===== src/rtl/fpa_controller.sv =====
// -----------------------------------------------------------------------------
// fpa_controller
//
// Sequencing FSM for the floating-point adder datapath. A start request steps
// the datapath through the operand load, the align/add stage and the
// normalization load. It then runs iterative normalization shifts and
// finishes with the result latch. It monitors the datapath exception flags
// and the normalization mantissa. The outcome (good result or error) is
// reported through a done/res_ack handshake that stays held until it is
// acknowledged.
//
// Ports
//   clk          system clock, all state updates on the rising edge
//   clr          asynchronous active-low reset
//   start        operation request, honoured only while ready=1
//   res_ack      result acknowledge, honoured only while done=1
//   mant         normalization-register mantissa from the datapath
//                (bit MANT_W-1 = carry, bit MANT_W-2 = hidden one)
//   add_except   add-stage exception flag
//   norm_except  normalization exception flag
//   load_en      operand register enable
//   add_en       add-stage register enable
//   norm_en      normalization register enable
//   norm_load    normalization mux select (1 = load from add stage)
//   shift_right  normalization shift direction (1 = right, 0 = left)
//   done_en      final result register enable
//   ready        idle, a start will be accepted
//   done         result or error available
//   err          operation ended in an exception (valid while done=1)
//   err_code     01 add exception, 10 norm exception, 11 shift timeout
//
// Every output is decoded from registered state only, so no input has a
// combinational path to any output.
// -----------------------------------------------------------------------------
module fpa_controller #(
    parameter int MANT_W     = 5,
    parameter int MAX_SHIFTS = 4
) (
    input  logic              clk,
    input  logic              clr,
    input  logic              start,
    input  logic              res_ack,
    input  logic [MANT_W-1:0] mant,
    input  logic              add_except,
    input  logic              norm_except,
    output logic              load_en,
    output logic              add_en,
    output logic              norm_en,
    output logic              norm_load,
    output logic              shift_right,
    output logic              done_en,
    output logic              ready,
    output logic              done,
    output logic              err,
    output logic [1:0]        err_code
);

    localparam int CNT_W = $clog2(MAX_SHIFTS + 1);
    localparam logic [CNT_W-1:0] CNT_MAX = CNT_W'(MAX_SHIFTS);

    localparam logic [3:0] S_IDLE   = 4'd0;
    localparam logic [3:0] S_LOAD   = 4'd1;
    localparam logic [3:0] S_ADD    = 4'd2;
    localparam logic [3:0] S_NLOAD  = 4'd3;
    localparam logic [3:0] S_NCHK   = 4'd4;
    localparam logic [3:0] S_NSHIFT = 4'd5;
    localparam logic [3:0] S_DONE   = 4'd6;
    localparam logic [3:0] S_RESULT = 4'd7;
    localparam logic [3:0] S_EXCEPT = 4'd8;

    localparam logic [1:0] E_NONE    = 2'b00;
    localparam logic [1:0] E_ADD     = 2'b01;
    localparam logic [1:0] E_NORM    = 2'b10;
    localparam logic [1:0] E_TIMEOUT = 2'b11;

    logic [3:0]       state_q, state_d;
    logic [CNT_W-1:0] cnt_q, cnt_d;
    logic             dir_q, dir_d;
    logic [1:0]       code_q, code_d;

    // Top two mantissa bits: 1x = carry out (shift right), 01 = normalized,
    // 00 = leading zeros after cancellation (shift left).
    logic [1:0] mant_top;
    assign mant_top = mant[MANT_W-1 -: 2];

    always_comb begin
        state_d = state_q;
        cnt_d   = cnt_q;
        dir_d   = dir_q;
        code_d  = code_q;
        case (state_q)
            S_IDLE: begin
                if (start) begin
                    state_d = S_LOAD;
                    // A fresh operation starts with no error recorded.
                    code_d  = E_NONE;
                end
            end
            S_LOAD:  state_d = S_ADD;
            S_ADD:   state_d = S_NLOAD;
            S_NLOAD: begin
                cnt_d = '0;
                if (add_except) begin
                    state_d = S_EXCEPT;
                    code_d  = E_ADD;
                end else begin
                    state_d = S_NCHK;
                end
            end
            S_NCHK: begin
                // Priority order matters: a zero or already-normalized
                // mantissa finishes even if the shift budget is used up.
                if (norm_except) begin
                    state_d = S_EXCEPT;
                    code_d  = E_NORM;
                end else if (mant == '0) begin
                    state_d = S_DONE;
                end else if (mant_top == 2'b01) begin
                    state_d = S_DONE;
                end else if (cnt_q == CNT_MAX) begin
                    state_d = S_EXCEPT;
                    code_d  = E_TIMEOUT;
                end else if (mant_top[1]) begin
                    state_d = S_NSHIFT;
                    dir_d   = 1'b1;
                end else begin
                    state_d = S_NSHIFT;
                    dir_d   = 1'b0;
                end
            end
            S_NSHIFT: begin
                if (cnt_q != CNT_MAX) begin
                    cnt_d = cnt_q + 1'b1;
                end
                state_d = S_NCHK;
            end
            S_DONE: begin
                code_d  = E_NONE;
                state_d = S_RESULT;
            end
            S_RESULT: begin
                if (res_ack) begin
                    state_d = S_IDLE;
                end
            end
            S_EXCEPT: begin
                if (res_ack) begin
                    state_d = S_IDLE;
                end
            end
            default: state_d = S_IDLE;
        endcase
    end

    always_ff @(posedge clk or negedge clr) begin
        if (!clr) begin
            state_q <= S_IDLE;
            cnt_q   <= '0;
            dir_q   <= 1'b0;
            code_q  <= E_NONE;
        end else begin
            state_q <= state_d;
            cnt_q   <= cnt_d;
            dir_q   <= dir_d;
            code_q  <= code_d;
        end
    end

    // Moore decode: the enables are one-hot by construction because each
    // is tied to a distinct state.
    assign ready       = (state_q == S_IDLE);
    assign load_en     = (state_q == S_LOAD);
    assign add_en      = (state_q == S_ADD);
    assign norm_en     = (state_q == S_NLOAD) || (state_q == S_NSHIFT);
    assign norm_load   = (state_q == S_NLOAD);
    assign shift_right = (state_q == S_NSHIFT) && dir_q;
    assign done_en     = (state_q == S_DONE);
    assign done        = (state_q == S_RESULT) || (state_q == S_EXCEPT);
    assign err         = (state_q == S_EXCEPT);
    assign err_code    = code_q;

endmodule


===== config.mk =====
export PLATFORM = sky130hd
export DESIGN_NAME = fpa_controller
export DESIGN_NICKNAME = d
export VERILOG_FILES = /design/src/rtl/fpa_controller.sv
export SDC_FILE = /design/constraint.sdc
export NUM_CORES = 1
export LEC_CHECK = 0
export BUFFER_PORTS_ARGS = -buffer_cell sky130_fd_sc_hd__buf_2
export CAP_MARGIN = 20
export CORE_MARGIN = 4
export CORE_UTILIZATION = 44
export CTS_CLUSTER_DIAMETER = 120
export CTS_CLUSTER_SIZE = 12
export DETAILED_ROUTE_END_ITERATION = 8
export MAX_ROUTING_LAYER = met4
export PLACE_DENSITY_LB_ADDON = 0.12
export SYNTH_ARGS = -nofsm -noshare
export SYNTH_HDL_FRONTEND = slang
export SYNTH_SLANG_ARGS = --single-unit

===== constraint.sdc =====
create_clock -name clk -period 1.6 [get_ports clk]
set_input_delay 0.32 -clock clk [delete_from_list [all_inputs] [get_ports clk]]
set_output_delay 0.32 -clock clk [all_outputs]
set_load 0.1 [all_outputs]

==> reports/summary.txt, run 1 <==
First Error -> [ERROR DPL-0038] Utilization greater than 100%, impossible to legalize
largest net degree at the start of global routing -> 11
synth warn -> 0
number of port buffers -> 21
IO Count -> 22
Synth area leaders -> dfrtp_1 35%, o21ai_0 4.8%, inv_1 3.6%
number of synthesized flops with an enable pin -> 0
Worst EP post-GRT repair -> done
Worst-path end type -> primary output
#FFs+latches synth -> 10
Gate Count Post-Synth -> 88
ys async rst share -> 100%
Syn Nets -> 101
Final HPWL DP -> 1700 um
Num CTS Buffers -> 3
Inst Count DP -> 137
synth unique cells -> 34
Yosys top cell area share -> 34.6%
clk buf depth -> 2
H-tree depth -> 1
Die Ht -> 48.5 um
largest area contributor in the netlist -> dfrtp_1
status -> did not finish
clk root buf -> clkbuf_4
main flop type after synthesis -> dfrtp_1
gp weighted congestion -> 0.809
Stopped at -> global routing
register area share after synthesis -> 34.6%
clock sink total -> 10
# rows -> 14
Initial Util -> 47.5%
Mapped Avg Cell Area -> 8.22 sq um
Mapped Area -> 723 sq um
Die W -> 48.5 um
==> logic make-up after synthesis <==
family | count (synthesis) | share of synthesized area, %
fa+ha+maj | 2 | 3.46
flops | 10 | 34.6
compound gates | 23 | 21.1
simple gates | 39 | 30.8
xor+xnor | 2 | 2.42
buf+inv | 12 | 7.61
==> synth_stat cells, types with 3 or more instances <==
master / n
o22ai_1: 4
nand2b_1: 3
nand3_1: 4
o21ai_0: 7
dfrtp_1: 10
nor2_1: 6
nor2b_1: 4
nand2_1: 6
a31oi_1: 3
nor3_1: 5
inv_1: 7
==> through the flow <==
stage	setup WS [ns]	cell area, sq um	setup TNS (ns)
2_1_floorplan	-0.394	863	-1.74
3_5_place_dp	-0.0540	1190	-0.130
3_3_place_gp	-0.0245	1190	-0.0436
4_1_cts	-0.256	1410	-2.00
==> repair_timing <==
action | 4_1_cts
hold buffers | 1
setup endpoints to repair | 12
hold endpoints to repair | 10
gates cloned | 0
setup buffers | 12
resized for setup | 25
pin swaps | 15
==> run 2, diff against run 1 <==
CORE_AREA = 4 4 65 67   (was not set)
CORE_MARGIN = not set   (was 4)
CORE_UTILIZATION = not set   (was 44)
CTS_CLUSTER_DIAMETER = not set   (was 120)
CTS_CLUSTER_SIZE = not set   (was 12)
DIE_AREA = 0 0 69 71   (was not set)
MAX_ROUTING_LAYER = not set   (was met4)
PLACE_DENSITY_LB_ADDON = 0.15   (was 0.12)
clock period = 2.1 ns   (was 1.6 ns; I/O delays follow)
==> run 2 against run 1 <==
The run now ends clean. Synthesized cell count stayed put. Area after synthesis unchanged.
==> reports/summary.txt, run 2 <==
status -> completed
RSZ-0062 raised after global routing -> no
#FFs+latches synth -> 10
Final HPWL DP -> 1670 um
leading cell type in the layout, fill and taps excluded -> buf_2
Initial DRC Count -> 20
share of layout cells above drive strength 1 -> 38.4%
met2 usage -> 15.1%
ant diodes -> 0
Syn Nets -> 101
GRT busiest layer -> met2
initial antenna violation count -> 0
Gate Count Post-Synth -> 88
Layout area overhead -> 58.7%
final hold slack -> 0.0334 ns
most frequent cells in the layout -> 13 x buf_2, 8 x dfrtp_1, 8 x buf_12, 7 x inv_1, 7 x o21ai_0
final net count -> 126
clk root buf -> clkbuf_8
Final Hold Viols -> 0
main flop type after synthesis -> dfrtp_1
Crit. End Element -> output port
Die Ht -> 71 um
global-route track usage on met3 -> 2.56%
Crit path arrival time -> 1.61 ns
met1 Track Usage GR -> 11.3%
first-pass GRT wire length -> 3630 um
Synth area leaders -> dfrtp_1 35%, o21ai_0 4.8%, inv_1 3.6%
Post-CTS Setup Repair Bufs -> 0
vias per cell -> 4.50
Clock Latency Late Sink -> 0.24 ns
ys async rst share -> 100%
Die Footprint -> 4900 sq um
worst flop-to-flop path startpoint -> state_q[1]
total gr overflow -> 0
Post-DP Area -> 1090 sq um
final worst-path cycle share -> 96.7%
largest net degree at the start of global routing -> 15
number of port buffers -> 21
pins over their slew limit -> 0
clk slew on worst S/H paths -> 0.05 ns
synth warn -> 0
gr usage total -> 9.03%
slowest stage delay, CP -> 0.46 ns
Initial Util -> 19.9%
crit start category -> register
TritonCTS clock tree -> built
number of synthesized flops with an enable pin -> 0
vias in the first global route -> 796
Biggest register -> state_q
drt pass-1 iters -> 3
count leader, synth -> dfrtp_1
Mapped Avg Cell Area -> 8.22 sq um
Detail Route Antenna Nets -> 0
max reg flops -> 4
Routed WL -> 2030 um
Die W -> 69 um
gp weighted congestion -> 0.721
core area -> 3630 sq um
worst min path class -> in2async
Max-cap violations -> 0
Critical Path, Cell by Cell -> buf_4 > nor4_4 > buf_2
WP buf/inv -> 2
Critical path origin -> state_q[1]
maximum fanout along the worst path -> 8
post-route cell area -> 1150 sq um
Yosys top cell area share -> 34.6%
Avg WL per Cell -> 12.7 um
routed via count -> 720
Post-synth top cells -> 10 x dfrtp_1, 7 x inv_1, 7 x o21ai_0, 6 x nand2_1, 6 x nor2_1
largest area contributor in the netlist -> dfrtp_1
f_max -> 0.493 GHz
register area share after synthesis -> 34.6%
hold buffers post-CTS -> 0
clk buf depth -> 2
Num CTS Buffers -> 3
H-tree depth -> 1
DRC Markers -> 0
worst-margin pin slew -> 0.490 ns
Slew headroom -> 67.6%
slowest stage cell on the critical path -> dfrtp_1
IO Count -> 22
setup violators final -> 0
Worst Path Required -> 1.68 ns
synth unique cells -> 34
clock sink total -> 10
critical path class -> reg2out
# rows -> 22
top cell family by delay on the critical path -> buffers and inverters
minimum clock period -> 2.03 ns
Inst Count DP -> 156
clk_skew -> 0.00478 ns
Mapped Area -> 723 sq um
fin cells -> 160
CTS resizes -> 0
==> run 2: cell counts after synthesis <==
No cell type changed its count.
==> run 2: cell families (layout without fill, tap and decap cells) <==
family,Yosys count,after routing,synth area share (%)
simple gates,39,39,30.8
compound gates,23,23,21.1
buf+inv,12,36,7.61
flops,10,10,34.6
fa+ha+maj,2,2,3.46
xor+xnor,2,2,2.42
==> run 2: cell type report <==
class                   count  area (sq um)
fillers                   402          2490
multi-input cells          66           498
repair buffers             25           255
flip-flops and latches     10           253
well taps                  48          60.1
clock buffers               4          55.1
inverters                   7          26.3
==> run 2: final timing paths <==
kind | slack (ns) | cells after the start | to
worst max-delay path | 0.07 | 3 | ready
worst min-delay path | 0.03 | 1 | state_q[2]
worst max register to register | 0.31 | 4 | err_code[0]
worst min register to register | 0.51 | 1 | dir_q
max in group asynchronous | 1.86 | 1 | state_q[3]
min in group clk | 0.45 | 2 | dir_q
==> run 2: layer usage <==
layer,up-vias,wire [um],part of all wire [%]
li1,364,-,-
met4,0,14,0.69
met2,12,944,47
met3,2,86,4.2
met1,342,982,48
met5,-,0,0
==> run 2: through the flow <==
stage | setup TNS, ns | utilization [%] | worst slack, ns
2_1_floorplan | -0.123 | - | -0.112
3_3_place_gp | 0 | 29.9 | 0.259
3_5_place_dp | 0 | 29.9 | 0.257
4_1_cts | 0 | 31.4 | 0.00193
5_1_grt | 0 | 31.6 | 0.0148
6_report | 0 | 31.6 | 0.0696
==> run 2: worst register-to-register path, stage by stage, from the launching register on <==
cell and delay, ns:
dfrtp_1 0.46, or4b_4 0.62, a311o_1 0.36, o2bb2ai_1 0.14, a32oi_1 0.08
Power of run 2 is left out: the tool's default activity adds up to more than one toggle a clock period on the data nets, which glitch-free logic cannot reach.
